===== src/rtl/xadc_multi_monitor.sv =====
// DRP-master sequencer for the 7-series XADC: reads the sensor channel named by each
// end-of-conversion, optionally box-car averages, publishes results and hysteresis alarms.
module xadc_multi_monitor #(
    parameter int                   NUM_CH    = 4,
    parameter logic [7*NUM_CH-1:0]  CH_ADDR   = {7'h06, 7'h02, 7'h01, 7'h00},
    parameter int                   AVG_LOG2  = 0,
    parameter logic [12*NUM_CH-1:0] HI_THRESH = {4{12'hFFF}},
    parameter logic [11:0]          HYST      = 12'd16,
    parameter int                   TIMEOUT   = 64
) (
    input  logic                   clk210_p,
    input  logic                   reset_n_p,
    input  logic                   eoc_p,
    input  logic [4:0]             channel_p,
    output logic [6:0]             drp_daddr_p,
    output logic                   drp_den_p,
    output logic                   drp_dwe_p,
    output logic [15:0]            drp_di_p,
    input  logic [15:0]            drp_do_p,
    input  logic                   drp_drdy_p,
    output logic [16*NUM_CH-1:0]   data_p,
    output logic [NUM_CH-1:0]      valid_p,
    output logic [NUM_CH-1:0]      alarm_p,
    output logic                   timeout_p,
    output logic                   overrun_p
);

    // state  | meaning
    // IDLE   | waiting for an eoc on a mapped channel
    // REQ    | one-cycle DRP read strobe
    // WAIT   | waiting for drdy, timeout timer running
    // UPDATE | fold sample into accumulator, publish on wrap
    typedef enum logic [1:0] {S_IDLE, S_REQ, S_WAIT, S_UPDATE} state_t;

    localparam int IW = (NUM_CH > 1) ? $clog2(NUM_CH) : 1;
    localparam int AW = 12 + AVG_LOG2;
    localparam int CW = (AVG_LOG2 > 0) ? AVG_LOG2 : 1;
    localparam int TW = $clog2(TIMEOUT + 1);

    state_t          state, state_nxt;
    logic [IW-1:0]   idx, hit_idx;
    logic [6:0]      hit_addr;
    logic            hit;
    logic [TW-1:0]   tmr;
    logic            tc;
    logic [11:0]     code_q;
    logic [AW-1:0]   acc [NUM_CH];
    logic [CW-1:0]   cnt [NUM_CH];
    logic [AW-1:0]   acc_sel, sum;
    logic [CW-1:0]   cnt_sel;
    logic [11:0]     thr_sel, thr_lo, result;
    logic            wrap;
    logic            start, capture, expire, upd;
    logic            unused_do;

    assign unused_do  = &{1'b0, drp_do_p[3:0]};
    assign drp_dwe_p  = 1'b0;
    assign drp_di_p   = 16'd0;
    assign tc         = (tmr == TW'(1));

    // Descending scan so the lowest matching index is the one left standing.
    always_comb begin
        hit      = 1'b0;
        hit_idx  = '0;
        hit_addr = '0;
        for (int i = NUM_CH - 1; i >= 0; i--) begin
            if ({2'b00, channel_p} == CH_ADDR[7*i +: 7]) begin
                hit      = 1'b1;
                hit_idx  = IW'(i);
                hit_addr = CH_ADDR[7*i +: 7];
            end
        end
    end

    always_comb begin
        acc_sel = '0;
        cnt_sel = '0;
        thr_sel = '0;
        for (int i = 0; i < NUM_CH; i++) begin
            if (idx == IW'(i)) begin
                acc_sel = acc[i];
                cnt_sel = cnt[i];
                thr_sel = HI_THRESH[12*i +: 12];
            end
        end
    end

    assign sum    = acc_sel + AW'(code_q);
    assign result = sum[AW-1:AVG_LOG2];
    assign wrap   = (int'(cnt_sel) == (1 << AVG_LOG2) - 1);
    assign thr_lo = (thr_sel >= HYST) ? (thr_sel - HYST) : 12'd0;

    always_ff @(posedge clk210_p) begin
        if (!reset_n_p) state <= S_IDLE;
        else            state <= state_nxt;
    end

    always_comb begin
        state_nxt = state;
        case (state)
            S_IDLE:   if (eoc_p && hit) state_nxt = S_REQ;
            S_REQ:    state_nxt = S_WAIT;
            S_WAIT:   if (drp_drdy_p) state_nxt = S_UPDATE;
                      else if (tc)    state_nxt = S_IDLE;
            S_UPDATE: state_nxt = S_IDLE;
            default:  state_nxt = S_IDLE;
        endcase
    end

    always_comb begin
        drp_den_p = (state == S_REQ);
        start     = (state == S_IDLE) && eoc_p && hit;
        capture   = (state == S_WAIT) && drp_drdy_p;
        expire    = (state == S_WAIT) && !drp_drdy_p && tc;
        upd       = (state == S_UPDATE);
    end

    always_ff @(posedge clk210_p) begin
        if (!reset_n_p) begin
            idx         <= '0;
            drp_daddr_p <= '0;
            tmr         <= '0;
            code_q      <= '0;
            data_p      <= '0;
            valid_p     <= '0;
            alarm_p     <= '0;
            timeout_p   <= 1'b0;
            overrun_p   <= 1'b0;
            for (int i = 0; i < NUM_CH; i++) begin
                acc[i] <= '0;
                cnt[i] <= '0;
            end
        end else begin
            valid_p <= '0;
            if (start) begin
                idx         <= hit_idx;
                drp_daddr_p <= hit_addr;
            end
            if (state == S_REQ)       tmr <= TW'(TIMEOUT);
            else if (state == S_WAIT) tmr <= tmr - TW'(1);
            if (capture) code_q <= drp_do_p[15:4];
            if (expire) timeout_p <= 1'b1;
            if (eoc_p && state != S_IDLE) overrun_p <= 1'b1;
            for (int i = 0; i < NUM_CH; i++) begin
                if (upd && idx == IW'(i)) begin
                    if (wrap) begin
                        acc[i]            <= '0;
                        cnt[i]            <= '0;
                        data_p[16*i +: 16] <= {4'd0, result};
                        valid_p[i]        <= 1'b1;
                        if (result >= thr_sel)    alarm_p[i] <= 1'b1;
                        else if (result < thr_lo) alarm_p[i] <= 1'b0;
                    end else begin
                        acc[i] <= sum;
                        cnt[i] <= cnt[i] + CW'(1);
                    end
                end
            end
        end
    end

endmodule


===== config.mk =====
export PLATFORM = sky130hd
export DESIGN_NAME = xadc_multi_monitor
export DESIGN_NICKNAME = d
export VERILOG_FILES = /design/src/rtl/xadc_multi_monitor.sv
export SDC_FILE = /design/constraint.sdc
export NUM_CORES = 1
export LEC_CHECK = 0
export CAP_MARGIN = 20
export CORE_MARGIN = 1.5
export CORE_UTILIZATION = 50
export DETAILED_ROUTE_END_ITERATION = 10
export GPL_ROUTABILITY_DRIVEN = 1
export PLACE_DENSITY_LB_ADDON = 0.2
export SLEW_MARGIN = 10
export SYNTH_ARGS = -nofsm -noshare
export SYNTH_HDL_FRONTEND = slang
export SYNTH_SLANG_ARGS = --single-unit

===== constraint.sdc =====
create_clock -name clk210_p -period 9 [get_ports clk210_p]
set_clock_uncertainty 0.15 [all_clocks]
set_input_delay 0.9 -clock clk210_p [delete_from_list [all_inputs] [get_ports clk210_p]]
set_output_delay 0.9 -clock clk210_p [all_outputs]
set_load 0.1 [all_outputs]

==> results.py <==
metrics = {
    "logic_synthesis": {
        "synth_warnings": 0,
        "synth_top_area_share_pct": 26.5,
        "avgSynthCellArea_um2": 9.96,
        "yosysTopAreaCell": "dfxtp_1",
        "synth-edff-count": 49,
        "synth_area_leaders": "dfxtp_1 (27%), edfxtp_1 (23%), ha_1 (5.6%)",
        "synth_ff_type": "dfxtp_1",
        "synthCells": 652,
        "yosysSeqAreaShare_pct": 49.2,
        "synthArstFlopShare_pct": 0,
        "ys_ff_latch": 135,
        "ys_types": 60,
        "netlist_area_mm2": 0.00649,
    },
    "clocking": {
        "htreeDepth": 4,
        "cts_buffer_depth": 2,
        "root_buffer": "clkbuf_16",
        "cts_resized": 0,
        "clock-sinks": 135,
        "hold_buffers": 0,
        "cts_inserted_buffers": 17,
        "post_cts_buffers": 0,
        "clkLatencyLatePin_ns": 0.42,
        "cts_tree": "built",
        "clk_pin_slew_ns": 0.06,
    },
    "worst_setup_path": {
        "worstSetupPathType": "flop to flop",
        "arrival_ns": 5.27,
        "reg2regPathDepth": 14,
        "r2r_slack_ns": 3.85,
        "timing.rr.end": "alarm_p[3]",
        "crit_path_max_fanout": 21,
        "timing.rr.start": "drp_daddr_p[1]",
        "required_ns": 9.13,
        "startpoint": "drp_daddr_p[1]",
        "worst_setup_path_start_kind": "flop",
        "end_kind": "flop",
        "crit_path_end": "alarm_p[3]",
    },
    "finish": {
        "fillers": 1046,
        "drive_gt1_share_pct": 7.64,
        "syn_to_final_growth_pct": 21.7,
        "antenna_cells": 0,
        "fin_area_mm2": 0.00790,
        "final_util_pct": 62.6,
        "fin_nets": 788,
    },
    "floorplanning": {
        "placementRows": 41,
        "initial_core_util_pct": 51.4,
        "die_x_um": 117,
        "die_y_um": 117,
        "core_area_mm2": 0.0126,
        "fp.dieArea_mm2": 0.0137,
        "io_pins": 124,
    },
    "placement": {
        "gp_routability_congestion": 0.831,
        "placed_cell_area_mm2": 0.00729,
        "hpwl_um": 10300,
        "numPortBuffers": 82,
    },
    "pwr": {
        "ir_drop_mv": 0.135,
        "powerDensity_mw_per_mm2": 212,
        "leakagePower_uw": 0.00307,
    },
    "routing": {
        "wirelength_um": 14800,
        "dr.pass1.iters": 7,
        "drc": 0,
        "num_vias": 4791,
        "drt_iter0_drc": 255,
        "vias_per_cell": 5.22,
        "avgRoutedWirePerCell_um": 16.2,
        "antenna_left": 0,
    },
    "sta": {
        "tightest_slew_ns": 1.00,
        "fmax_ghz": 0.194,
        "finalCritPeriodShare_pct": 57.2,
        "setup_tns_ns": 0,
        "period_minus_slack_ns": 5.15,
        "slew_viol_final": 0,
        "setup_viol": 0,
        "holdWs_ns": 0.318,
        "slew_headroom_pct": 32.8,
        "hold_viol_final": 0,
        "rsz0062_at_grt": "no",
    },
    "hold_path": {
        "min_path_type": "flop to flop",
    },
    "run_status": {
        "status": "finished clean",
    },
    "grt": {
        "globalRouteTotalUtil_pct": 23.2,
        "gr-total-overflow": 0,
        "grt_max_degree": 96,
        "antenna_found_initial": 0,
        "first_global_vias": 4811,
        "grt_pass1_wl_um": 23800,
    },
    "run": {
        "maxCapViolCount": 0,
    },
}
## per-layer routing
| layer | global-route usage [%] | routed length, um |
|---|---|---|
| met2 | 39.2 | 7560 |
| met1 | 28.4 | 6330 |
| met3 | 6.28 | 733 |
| met5 | 0 | 0 |
| met4 | 9.00 | 212 |
## layout by cell type (no fill, tap or decap), drive strengths merged, types with 6 or more instances in the layout
cell type / Yosys / final
nand4b: 6 / 6
xnor2: 8 / 8
inv: 25 / 26
nand2: 83 / 83
and2: 15 / 15
o21a: 8 / 8
xor2: 6 / 6
conb: 2 / 50
dfxtp: 86 / 86
a21boi: 26 / 26
edfxtp: 49 / 49
a21oi: 26 / 26
nand3: 22 / 22
mux4: 12 / 12
clkbuf: 22 / 24
nor2: 70 / 70
ha: 29 / 29
clkdlybuf4s50: 0 / 81
o21ai: 37 / 37
## cell usage after synthesis (3+ instances only)
cell      instances
buf_4            39
o211ai_1          5
xor2_1            4
o21ai_0          36
nor2b_1           5
nand3b_1          5
and2_1           14
buf_2             6
clkbuf_1         22
o221ai_1          5
a21boi_0         23
mux4_2           12
o311ai_0          4
ha_1             29
or2_2             3
nand3_1          22
buf_1             3
nand4_1           3
a211oi_1          4
nor2_1           70
inv_1            25
nand4b_1          6
xnor2_1           7
o21a_1            8
nand2b_1          4
o211a_1           4
edfxtp_1         49
nand2_1          83
and3_1            4
a21oi_1          26
dfxtp_1          86
## report_power, final
| group | switching, uW | internal (uW) | leakage (uW) |
|---|---|---|---|
| clock network | 248 | 444 | 0.000299 |
| logic | 225 | 83.2 | 0.00160 |
| registers | 16.3 | 657 | 0.00118 |
## worst min-delay path by stage
stage / endpoint / start / depth (start not counted)
finish: timeout_p / timeout_p / 1
detailed placement: data_p[5] / data_p[5] / 2
global placement: data_p[5] / data_p[5] / 2
CTS: data_p[18] / data_p[18] / 2
floorplan: code_q[10] / code_q[10] / 2
global route: timeout_p / timeout_p / 1
## logic make-up after synthesis
family	after synthesis	synth area share [%]
multiplexers	14	4.66
XOR/XNOR	14	2.24
AND/OR/NAND/NOR	231	16.6
adder cells (fa/ha/maj)	30	5.90
AO/OA/AOI/OAI	130	13.3
flip-flops	135	49.2
buffers and inverters	96	8.04
other	2	0.116
## critical path: stages, from the launching register on
cell and delay, ns:
dfxtp_1 0.90, mux4_2 0.37, ha_1 0.19, inv_1 0.06, fa_1 0.40, nand2b_1 0.18
a211oi_1 0.41, o22a_1 0.53, mux2i_4 0.49, inv_1 0.09, ha_1 0.33, nand4_1 0.10
nor2_1 0.07, a221oi_1 0.54, o221ai_1 0.19
## sequential cells by signal, indices dropped and copies added, names as in the netlist
| name | count |
|---|---|
| cnt | 4 |
| data_p | 48 |
| acc | 48 |
| code_q | 12 |
| idx | 1 |
| valid_p | 4 |
| overrun_p | 1 |
| state | 2 |
| timeout_p | 1 |
| tmr | 7 |
| alarm_p | 4 |
| drp_daddr_p | 3 |
## area by class of cell
class                      instances  area [um2]  share of cell area (%)
clock buffer                      24         503                    6.37
inverter                          25        93.8                    1.19
clock inverter                     8        91.3                    1.16
tap                              172         215                    2.72
multi-input combinational        469        2960                    37.4
timing repair buffer              85         846                    10.7
sequential                       135        3190                    40.4
## stage by stage
| step | std cells | power (uW) | worst slack, ns |
|---|---|---|---|
| final | 918 | 1670 | 3.85 |
| after global routing | 918 | 1740 | 3.57 |
| after CTS | 917 | 1680 | 3.73 |
| after detailed placement | 885 | 991 | 3.71 |
| after global placement | 885 | 981 | 3.82 |
| after floorplan | 700 | 939 | 4.83 |
Power figures use the tool's default switching activity.
==> variant: new RTL, same flow settings <==
The 4 states of `state_t` get a one-hot encoding in 4 bits.
--- a/src/rtl/xadc_multi_monitor.sv
+++ b/src/rtl/xadc_multi_monitor.sv
@@ -30,7 +30,7 @@
     // REQ    | one-cycle DRP read strobe
     // WAIT   | waiting for drdy, timeout timer running
     // UPDATE | fold sample into accumulator, publish on wrap
-    typedef enum logic [1:0] {S_IDLE, S_REQ, S_WAIT, S_UPDATE} state_t;
+    typedef enum logic [3:0] {S_IDLE = 4'b0001, S_REQ = 4'b0010, S_WAIT = 4'b0100, S_UPDATE = 4'b1000} state_t;
 
     localparam int IW = (NUM_CH > 1) ? $clog2(NUM_CH) : 1;
     localparam int AW = 12 + AVG_LOG2;
Behaviour: same outputs for any inputs over 10 cycles, from zero or initial values and one cycle with reset_n_p low; not proved beyond that.
==> variant against the original RTL <==
Routed wire length increased by 1.5%; design area decreased by 0.63%; setup slack improved by 0.34 ns; sequential cell count increased by 2; synthesized area decreased by 1.9%.
Power is not compared: it rests on default switching activity, and its combinational part moved more than twofold at a synthesized area within 25%.
==> variant: results (changes against the original RTL) <==
metric;value;unit;change
outcome;completed;;unchanged
netlist_top_cells_area;dfxtp_1 (28%), edfxtp_1 (23%), nor2_1 (5.4%), ha_1 (4.9%), mux4_2 (4.6%);;was dfxtp_1 (27%), edfxtp_1 (23%), ha_1 (5.6%), nand2_1 (4.8%), buf_4 (4.5%)
postPlaceCellArea;7220;um2;was 7290 um2
cts_max_level;4;;unchanged
yosysWarnings;0;;unchanged
async_flop_share;0;%;unchanged
cp.arrival;4.93;ns;was 5.27 ns
ir_drop;0.135;mV;
grt_max_degree;48;;was 96
io_buffers;82;;unchanged
first_global_vias;4495;;was 4811
nets;791;;was 788
grt_pass1_wl;23100;um;was 23800 um
p_leak;0.00304;uW;
synth_edf_count;49;;unchanged
clk_path_buf_depth;2;;unchanged
clkSlewWorstSetupHoldPaths;0.06;ns;about the same
antenna_found_initial;0;;unchanged
clkLatencyLatePin;0.41;ns;
wl_met3;885;um;was 733 um
wl_met2;7450;um;was 7560 um
dp_hpwl;10300;um;about the same
avgViaCountPerCell;5.29;;was 5.22
critPathMaxStageDelay;0.91;ns;
antenna_cells;0;;unchanged
final_layout_size_suffix_gt1_share;8.76;%;was 7.64%
top_layer_used;met4;;unchanged
largestRegisters;acc x48, data_p x48, code_q x12;;unchanged
drt-met1-wl;6340;um;was 6330 um
dr.pass1.iters;5;;was 7
slew_headroom;31.2;%;was 32.8%
grt_util_all_layers;23.1;%;was 23.2%
post_cts_buffers;0;;unchanged
wl_per_cell;16.3;um;was 16.2 um
numCtsBuffers;17;;unchanged
dpl_worst_slack;4.18;ns;was 3.71 ns
holdCritPathClass;reg -> reg;;unchanged
ys_seq_area_share;50.8;%;was 49.2%
drt_iter0_markers;354;;was 255
globalplace.congestion;0.796;;was 0.831
root_buffer;clkbuf_16;;unchanged
post_cts_resize_count;0;;unchanged
synth.distinct_cells;60;;unchanged
critPathSlowestCell;dfxtp_1;;unchanged
critPathMaxFanout;20;;was 21
synthTopCellsByCount;nor2_1 (92), dfxtp_1 (88), nand2_1 (76);;was dfxtp_1 (86), nand2_1 (83), nor2_1 (70)
critical-path-top-delay-family;compound AO/OA/AOI/OAI gates;;unchanged
synth_flop_cell;dfxtp_1;;unchanged
[variant: cell types whose count changed after synthesis, moves of 6 or more]
cell / before / now
a21oi_1: 26 / 55
clkbuf_1: 22 / 16
and2_1: 14 / 6
nand2_1: 83 / 76
o21ai_0: 36 / 29
o21a_1: 8 / 0
nor2_1: 70 / 92
nand3_1: 22 / 12
nand4b_1: 6 / 0
a21boi_0: 23 / 1
o21ai_1: 1 / 7
[variant: final timing paths]
check,depth (start not counted),to,slack (ns),from
worst max-delay path,15,alarm_p[0]$_SDFFE_PN0P_,4.19,drp_daddr_p[1]$_SDFFE_PN0P_
worst max register to register,15,alarm_p[0]$_SDFFE_PN0P_,4.19,drp_daddr_p[1]$_SDFFE_PN0P_
worst min-delay path,2,data_p[32]$_SDFFE_PN0P_,0.30,data_p[32]$_SDFFE_PN0P_
worst min register to register,2,data_p[32]$_SDFFE_PN0P_,0.30,data_p[32]$_SDFFE_PN0P_
[variant: kinds of logic after synthesis]
logic type                 Yosys count  share of synthesized area, %
DFF                                137                          50.8
other                                2                         0.118
and+or+nand+nor                    232                          16.5
AOI/OAI and AO/OA                  129                          12.0
buffers and inverters               95                          8.25
adders and majority gates           26                          5.23
xor gates and xnor gates            15                          2.18
muxes                               15                          4.91
[variant: where the power goes]
part           internal [uW]  total, uW  switching [uW]  leakage [uW]
combinational           23.6        130             106       0.00153
sequential               648        652            3.19       0.00121
clock                    465        734             268      0.000295
total                   1140       1510             378       0.00304
[variant: metal layers]
metal | vias up | GRT usage, %
met5 | - | 0
met4 | 0 | 8.13
met3 | 28 | 4.97
met2 | 170 | 39.0
met1 | 2335 | 29.5
li1 | 2360 | -
[variant: per-stage QoR]
stage / utilization (%) / total power [uW] / cells / hold slack (ns)
2_1_floorplan: - / 779 / 699 / 0.278
3_3_place_gp: 57.7 / 791 / 893 / 0.293
3_5_place_dp: 57.7 / 793 / 893 / 0.292
4_1_cts: 62.7 / 1520 / 925 / 0.300
5_1_grt: 62.7 / 1560 / 925 / 0.317
6_report: 62.7 / 1510 / 925 / 0.300
[variant: final cells by class]
cell class | instances | area, um2
Fill cell | 1065 | 4670
Clock inverter | 14 | 196
Clock buffer | 18 | 429
Timing Repair Buffer | 91 | 888
Tap cell | 172 | 215
Multi-Input combinational cell | 467 | 2790
Sequential cell | 137 | 3230
Inverter | 26 | 97.6
[variant: worst min-delay path: cells and delay by family, from the launching register on]
| kind | cells | cell delay [ns] |
|---|---|---|
| flip-flops | 1 | 0.30 |
| AND/OR/NAND/NOR | 1 | 0.05 |
| AO/OA/AOI/OAI | 1 | 0.05 |
